<file path="config.mk">
export PLATFORM = sky130hd
export DESIGN_NAME = uart_tx_buffer
export DESIGN_NICKNAME = d
export VERILOG_FILES = /design/src/rtl/uart_tx_buffer.sv
export SDC_FILE = /design/constraint.sdc
export NUM_CORES = 1
export LEC_CHECK = 0
export CORE_ASPECT_RATIO = 1.75
export CORE_UTILIZATION = 60
export DETAILED_ROUTE_END_ITERATION = 8
export GPL_ROUTABILITY_DRIVEN = 0
export PLACE_DENSITY = 0.85
export SLEW_MARGIN = 20
export SYNTH_ARGS = -nofsm -noshare
export SYNTH_HDL_FRONTEND = slang
export SYNTH_SLANG_ARGS = --single-unit
export TNS_END_PERCENT = 30
</file>
<file path="constraint.sdc">
create_clock -name clock -period 7.5 [get_ports clock]
set_input_delay 1.875 -clock clock [delete_from_list [all_inputs] [get_ports clock]]
set_output_delay 1.875 -clock clock [all_outputs]
set_load 0.005 [all_outputs]
</file>
<file path="src/rtl/uart_tx_buffer.sv">
// Byte FIFO in front of a UART transmitter: buffers producer bytes and issues
// one registered tx_start pulse per byte, waiting for the transmitter to go idle.
module uart_tx_buffer #(
    parameter int DEPTH = 16
) (
    input  logic                     clock,
    input  logic                     reset,
    input  logic                     in_valid,
    input  logic [7:0]               in_data,
    output logic                     in_ready,
    output logic                     tx_start,
    output logic [7:0]               sdata,
    input  logic                     tx_busy,
    output logic [$clog2(DEPTH):0]   count
);

    localparam int AW = $clog2(DEPTH);
    localparam logic [AW:0] FULL_COUNT = (AW+1)'(DEPTH);
    localparam logic [AW:0] ONE        = (AW+1)'(1);

    typedef enum logic [1:0] {
        IDLE = 2'd0,
        SEND = 2'd1,
        HOLD = 2'd2,
        WAIT = 2'd3
    } state_t;

    logic [7:0]    mem [DEPTH];
    logic [AW-1:0] wr_ptr_reg;
    logic [AW-1:0] rd_ptr_reg;
    logic [AW:0]   count_reg;
    state_t        state_reg;
    logic          tx_start_reg;
    logic [7:0]    sdata_reg;

    logic push;
    logic pop;

    // Both decisions look only at registered state, so a pop cannot free a
    // slot for a push in the same cycle.
    assign push = in_valid && (count_reg != FULL_COUNT);
    assign pop  = (state_reg == IDLE) && (count_reg != '0) && !tx_busy;

    assign in_ready = (count_reg != FULL_COUNT);
    assign tx_start = tx_start_reg;
    assign sdata    = sdata_reg;
    assign count    = count_reg;

    // Storage carries no reset so it can map onto block RAM.
    always_ff @(posedge clock) begin
        if (push) begin
            mem[wr_ptr_reg] <= in_data;
        end
    end

    // Pointer width equals log2(DEPTH), so they wrap modulo DEPTH naturally.
    always_ff @(posedge clock or negedge reset) begin
        if (!reset) begin
            wr_ptr_reg <= '0;
            rd_ptr_reg <= '0;
            count_reg  <= '0;
        end else begin
            if (push) begin
                wr_ptr_reg <= wr_ptr_reg + 1'b1;
            end
            if (pop) begin
                rd_ptr_reg <= rd_ptr_reg + 1'b1;
            end
            case ({push, pop})
                2'b10:   count_reg <= count_reg + ONE;
                2'b01:   count_reg <= count_reg - ONE;
                default: count_reg <= count_reg;
            endcase
        end
    end

    // HOLD skips one tx_busy sample to cover the transmitter's registered busy.
    always_ff @(posedge clock or negedge reset) begin
        if (!reset) begin
            state_reg    <= IDLE;
            tx_start_reg <= 1'b0;
            sdata_reg    <= 8'h00;
        end else begin
            case (state_reg)
                IDLE: begin
                    if (pop) begin
                        sdata_reg    <= mem[rd_ptr_reg];
                        tx_start_reg <= 1'b1;
                        state_reg    <= SEND;
                    end
                end
                SEND: begin
                    tx_start_reg <= 1'b0;
                    state_reg    <= HOLD;
                end
                HOLD: begin
                    state_reg <= WAIT;
                end
                WAIT: begin
                    if (!tx_busy) begin
                        state_reg <= IDLE;
                    end
                end
                default: begin
                    tx_start_reg <= 1'b0;
                    state_reg    <= IDLE;
                end
            endcase
        end
    end

endmodule

</file>
==> run_results.csv, run 1 <==
group,metric,value,unit
run_status,outcome,"finished, final reports clean",
cts,path_clk_slew,0.06,ns
global_route,antenna_found_initial,0,
min_path,worstHoldPathCells,2,
cts,clockBufferDepth,2,
detailed_routing,ant_nets,0,
detailed_routing,vias,3165,
logic_synthesis,synth.avg_cell_area,18.7,um2
place,dpl-instance-area,6520,um2
cts,cts_max_level,4,
die,die_h,136,um
global_route,grt_usage,0.255,
logic_synthesis,async_reset_ff_frac,0.158,
pwr,p_seq_frac,0.432,
sta,fmax,254,MHz
pwr,p_clk_frac,0.305,
run,maxCapViolations,0,
critical_path,cp.arrival,2.07,ns
finish,area_growth,15.7,%
die,ioPinCount,27,
critical_path,r2r_slack,4.39,ns
logic_synthesis,synthesis.area,6170,um2
pwr,total_power,0.00280,W
cts,clkSinkCount,152,
detailed_routing,first_iter_violations,184,
sta,fin_ws,3.56,ns
finish,layout.nets,387,
critical_path,reg2reg_from,"count[1]$_DFFE_PN0P_",
finish,antenna_cells,0,
finish,drive_gt1_frac,0.187,
detailed_routing,totalWireLength,12.1,mm
finish,largest_register_ffs,128,
detailed_routing,routedWlPerCell,24.2,um
pwr,p_sw_frac,0.298,
pwr,p_switching,0.000832,W
global_route,gr-total-overflow,0,
logic_synthesis,synth_flop_cell,"edfxtp_1",
sta,min_period,3.94,ns
cts,ctsHoldBuffers,0,
min_path,hp-class,"reg -> reg",
die,dieArea,10700,um2
pwr,peakVddDrop,243,uV
place,hpwl,7.72,mm
logic_synthesis,syn_inst,330,
sta,skew,0.00685,ns
global_route,grt_max_degree,35,
logic_synthesis,synth-edff-count,128,
die,core_area,9910,um2
logic_synthesis,synth-seq-cells,152,
critical_path,crit_path_start_kind,"flip-flop",
place,portBuffers,26,
cts,cts_resized,0,
pwr,p_leak,2.43,nW
global_route,grt_pass1_wl,18.6,mm
critical_path,worstSetupPathType,"reg -> out",
place,pre_cts_slack,3.22,ns
logic_synthesis,syn-num-nets,355,
cts,cts-root-buf,"clkbuf_16",
sta,setup_viol,0,
pwr,p_int,0.00196,W
critical_path,worst-r2r-cell-count,11,
detailed_routing,vias_per_cell,6.33,
cts,clock_latency,0.42,ns
detailed_routing,dr.pass1.iters,4,
critical_path,timing.rr.end,"count[4]$_DFFE_PN0P_",
sta,tightest_slew,1.07,ns
die,die_width,78.7,um
critical_path,end_kind,"output port",
logic_synthesis,yosysWarnings,0,
cts,cts_buffers,17,
pwr,pwr_density_cell,392,nW/um2
die,start_util,0.623,
sta,tns,0,ns
sta,slew_headroom,0.280,
finish,final_area,7140,um2
sta,timing.final.crit_share,0.526,
sta,rsz0062_at_grt,"no",
min_path,worstHoldStart,"tx_start$_DFFE_PN0P_",
min_path,whs_endpoint,"tx_start$_DFFE_PN0P_",
detailed_routing,drc_errors,0,
logic_synthesis,yosysSeqAreaShare,0.720,
cts,cts_tree,"built",
pwr,pwr-share-comb,0.263,
sta,slew_viol_final,0,
logic_synthesis,ys_types,33,
critical_path,cp.required,5.62,ns
global_route,grt_pass1_vias,3258,
sta,hold_viol,0,
die,rows,48,
cts,cts_setup_buffers,0,
critical_path,crit_path_max_fanout,8,
cell families (layout without fill, tap and decap cells):
logic type,after synthesis,in the layout,share of synthesized area
fa+ha+maj,13,13,0.0264
xor+xnor,12,12,0.0170
compound gates,41,41,0.0375
buf+inv,25,70,0.0203
simple gates,44,44,0.0339
mux,43,43,0.145
flops,152,152,0.720
through the flow:
stage / utilization / instances / hold slack, ns
after floorplan: - / 330 / 0.510
after global placement: 0.658 / 468 / 0.531
after detailed placement: 0.658 / 468 / 0.546
after CTS: 0.719 / 500 / 0.569
after global routing: 0.720 / 500 / 0.603
final: 0.720 / 500 / 0.567
Yosys cell counts, drive strengths merged (2+ instances only):
master	number	area share
a21oi	13	0.011
buf	10	0.011
clkbuf	7	0.0043
dfrtp	24	0.097
edfxtp	128	0.62
ha	13	0.026
inv	8	0.0049
mux2	10	0.018
mux4	32	0.12
nand2	11	0.0071
nand2b	4	0.0041
nand4	2	0.0020
nor2	15	0.0091
nor3	5	0.0041
nor4	2	0.0020
o21ai	9	0.0073
o22ai	16	0.016
xnor2	8	0.011
xor2	4	0.0057
cells in the final DEF (no fill, tap or decap), drive strengths merged, types with 4 or more instances in the layout:
cell	Yosys	routed
edfxtp	128	128
buf	10	4
inv	8	10
clkbuf	7	17
nand2b	4	4
o21ai	9	9
mux2	10	10
xnor2	8	8
clkdlybuf4s50	0	26
clkinv	0	4
mux4	32	32
dfrtp	24	24
xor2	4	4
nand2	11	11
ha	13	13
clkinvlp	0	6
o22ai	16	16
a21oi	13	13
nor2	15	15
nor3	5	5
power groups by stage:
stage,registers (W),logic (W),clock network (W)
after floorplan,0.00113,0.000566,0
after global placement,0.00121,0.000691,0
after detailed placement,0.00122,0.000723,0
after CTS,0.00121,0.000736,0.000862
after global routing,0.00123,0.000791,0.000893
final,0.00121,0.000734,0.000854
per-layer routing:
metal | wire length, um | up-vias | GRT usage
met4 | 432 | 0 | 0.127
li1 | - | 1381 | -
met3 | 847 | 29 | 0.0671
met2 | 6540 | 166 | 0.435
met1 | 4300 | 1589 | 0.296
met5 | 0 | - | 0
final cells by class:
| cell class | instances | area [um2] |
|---|---|---|
| clock inverter | 15 | 176 |
| fill | 564 | 2770 |
| timing repair buffer | 30 | 290 |
| inverter | 8 | 30.0 |
| sequential | 152 | 4450 |
| multi-input combinational | 153 | 1610 |
| tap | 125 | 156 |
| clock buffer | 17 | 425 |
worst max-delay path, stage by stage, from the launching register on:
cell and delay [ns]:
dfrtp_1 0.46, nor4_1 0.58, nand2_1 0.14, clkdlybuf4s50_1 0.47
worst max-delay path by stage:
stage,slack (ns),from,to
floorplan,3.72,tx_busy,count[4]$_DFFE_PN0P_
global placement,3.32,in_valid,count[4]$_DFFE_PN0P_
detailed placement,3.22,tx_busy,count[4]$_DFFE_PN0P_
CTS,3.51,count[0]$_DFFE_PN0P_,in_ready
global route,3.39,tx_busy,count[4]$_DFFE_PN0P_
finish,3.56,count[1]$_DFFE_PN0P_,in_ready
(Power assumes the default switching activity.)
==> inputs of run 2 (changes only) <==
--- a/config.mk
+++ b/config.mk
@@ -6,10 +6,10 @@
 export NUM_CORES = 1
 export LEC_CHECK = 0
 export CORE_ASPECT_RATIO = 1.75
-export CORE_UTILIZATION = 60
+export CORE_UTILIZATION = 54
 export DETAILED_ROUTE_END_ITERATION = 8
 export GPL_ROUTABILITY_DRIVEN = 0
-export PLACE_DENSITY = 0.85
+export PLACE_DENSITY = 0.81
 export SLEW_MARGIN = 20
 export SYNTH_ARGS = -nofsm -noshare
 export SYNTH_HDL_FRONTEND = slang
==> constraint.sdc (replaced) <==
create_clock -name clock -period 3.43 [get_ports clock]
set_input_delay 0.8575 -clock clock [delete_from_list [all_inputs] [get_ports clock]]
set_output_delay 0.8575 -clock clock [all_outputs]
set_load 0.005 [all_outputs]
==> run 2 against run 1 <==
Net effect: clock-buffer cell count increased by 2; critical path type is now reg -> reg; clock skew grew 0.0043 ns; non-clock buffer count up 17; sequential cell count stayed put; clock power rose by 120%; global-route usage shrank 3.5 points; sequential share of layout area shrank 1.1 points; first-iteration DRC count rose by 46%; critical path depth up 8.
==> run_results.csv, run 2 (synthesized netlist as in run 1, its figures left out) <==
group,metric,value,unit
pwr,pwr_density_cell,841,nW/um2
min_path,worstHoldStart,"count[3]$_DFFE_PN0P_",
die,start_util,0.556,
cts,cts_resized,0,
finish,layout_commonest_cell,"edfxtp_1",
min_path,hp-class,"reg -> reg",
place,portBuffers,26,
cts,cts_setup_buffers,0,
global_route,antenna_found_initial,0,
die,core_area,11100,um2
place,hpwl,8.01,mm
cts,clock_latency,0.41,ns
finish,fillers,725,
critical_path,reg2reg_from,"count[1]$_DFFE_PN0P_",
sta,setup_viol,0,
finish,antenna_cells,0,
finish,layout.nets,404,
min_path,whs_endpoint,"count[3]$_DFFE_PN0P_",
critical_path,worstSetupPathType,"reg -> reg",
detailed_routing,routedWlPerCell,22.9,um
cts,cts_tree,"built",
detailed_routing,drc_errors,0,
sta,timing.final.crit_share,0.863,
global_route,gr-total-overflow,0,
min_path,worstHoldPathCells,1,
critical_path,crit_path_start_kind,"flip-flop",
cts,cts_max_level,4,
detailed_routing,dr.pass1.iters,4,
cts,clockBufferDepth,2,
critical_path,cp.required,3.77,ns
pwr,p_sw_frac,0.287,
finish,drive_gt1_frac,0.214,
die,die_width,82.8,um
run_status,outcome,"finished, final reports clean",
die,rows,51,
finish,largest_register_ffs,128,
finish,area_growth,17.7,%
cts,ctsHoldBuffers,0,
run,maxCapViolations,0,
detailed_routing,ant_nets,0,
critical_path,end_kind,"flip-flop",
pwr,p_clk_frac,0.305,
sta,fmax,338,MHz
global_route,grt_pass1_vias,3411,
pwr,peakVddDrop,608,uV
sta,tightest_slew,0.743,ns
sta,min_period,2.96,ns
pwr,p_switching,0.00175,W
global_route,grt_usage,0.220,
sta,slew_headroom,0.505,
sta,skew,0.0111,ns
sta,tns,0,ns
die,dieArea,11900,um2
global_route,grt_max_degree,25,
critical_path,cp.arrival,3.30,ns
pwr,pwr-share-comb,0.267,
pwr,p_int,0.00436,W
cts,cts_buffers,17,
critical_path,timing.rr.end,"count[4]$_DFFE_PN0P_",
die,die_h,143,um
detailed_routing,vias,3205,
detailed_routing,totalWireLength,12.0,mm
sta,hold_viol,0,
pwr,total_power,0.00611,W
critical_path,crit_start,"count[1]$_DFFE_PN0P_",
sta,rsz0062_at_grt,"no",
global_route,grt_pass1_wl,18.7,mm
pwr,p_seq_frac,0.428,
cts,cts-root-buf,"clkbuf_16",
cts,clkSinkCount,152,
detailed_routing,first_iter_violations,268,
finish,final_cell_mix,"edfxtp_1 (128), clkdlybuf4s50_1 (26), dfrtp_1 (23), buf_4 (21), mux4_2 (19)",
cts,path_clk_slew,0.06,ns
detailed_routing,vias_per_cell,6.12,
pwr,p_leak,2.54,nW
critical_path,crit_path_max_fanout,8,
die,ioPinCount,27,
sta,slew_viol_final,0,
critical_path,worst-r2r-cell-count,11,
critical_path,r2r_slack,0.47,ns
## run 2: cell count changes in the layout (fill, tap and decap cells not counted)
cell        previous run  this run
clkinvlp_4             6         2
clkbuf_8               0         2
nor3_1                 3         5
inv_6                  2         1
clkinv_2               3         5
dfrtp_2                0         1
clkinv_1               0         1
nor3_2                 2         0
dfrtp_4                1         0
buf_4                  4        21
## run 2: critical path, cell delays in order, from the launching register on
cell     delay (ns)
dfrtp_1        0.47
nor4_1         0.52
nand2_1        0.13
and2_1         0.19
inv_1          0.09
ha_1           0.32
xor2_1         0.12
ha_1           0.27
nor4_1         0.28
o21ai_0        0.17
a21oi_1        0.20
xnor2_1        0.13
## run 2: cell type report
type | instances | area (um2) | area share
Clock inverter | 13 | 151 | 0.0208
Clock buffer | 19 | 453 | 0.0624
Tap cell | 132 | 165 | 0.0227
Multi-Input combinational cell | 153 | 1600 | 0.220
Timing Repair Buffer | 47 | 418 | 0.0575
Sequential cell | 152 | 4450 | 0.612
Inverter | 8 | 30.0 | 0.00413
## run 2: worst max path at each step
stage	endpoint	slack (ns)	cells after the start
after CTS	count[4]$_DFFE_PN0P_	0.51	11
after detailed placement	count[4]$_DFFE_PN0P_	0.26	10
final	count[4]$_DFFE_PN0P_	0.47	11
after global routing	count[4]$_DFFE_PN0P_	0.26	11
after global placement	count[4]$_DFFE_PN0P_	0.48	11
after floorplan	count[4]$_DFFE_PN0P_	0.67	12
## run 2: power groups by stage
stage | clock [W] | sequential [W] | combinational (W)
after floorplan | 0 | 0.00247 | 0.00124
after global placement | 0 | 0.00262 | 0.00154
after detailed placement | 0 | 0.00265 | 0.00161
after CTS | 0.00188 | 0.00262 | 0.00164
after global routing | 0.00196 | 0.00266 | 0.00175
final | 0.00186 | 0.00261 | 0.00163
## run 2: stage by stage
stage	hold slack, ns	worst slack (ns)	util	std cells	instance area, um2
global placement	0.521	0.481	0.600	492	6660
CTS	0.551	0.513	0.654	524	7260
global route	0.592	0.259	0.654	524	7260
detailed placement	0.546	0.259	0.600	492	6660
floorplan	0.510	0.668	-	330	6170
finish	0.557	0.469	0.654	524	7260
## run 2: per-layer routing
layer / vias up / global-route usage / wire (um)
li1: 1422 / - / -
met1: 1637 / 0.219 / 4200
met2: 120 / 0.413 / 6970
met3: 26 / 0.0569 / 473
met4: 0 / 0.120 / 357
met5: - / 0 / 0
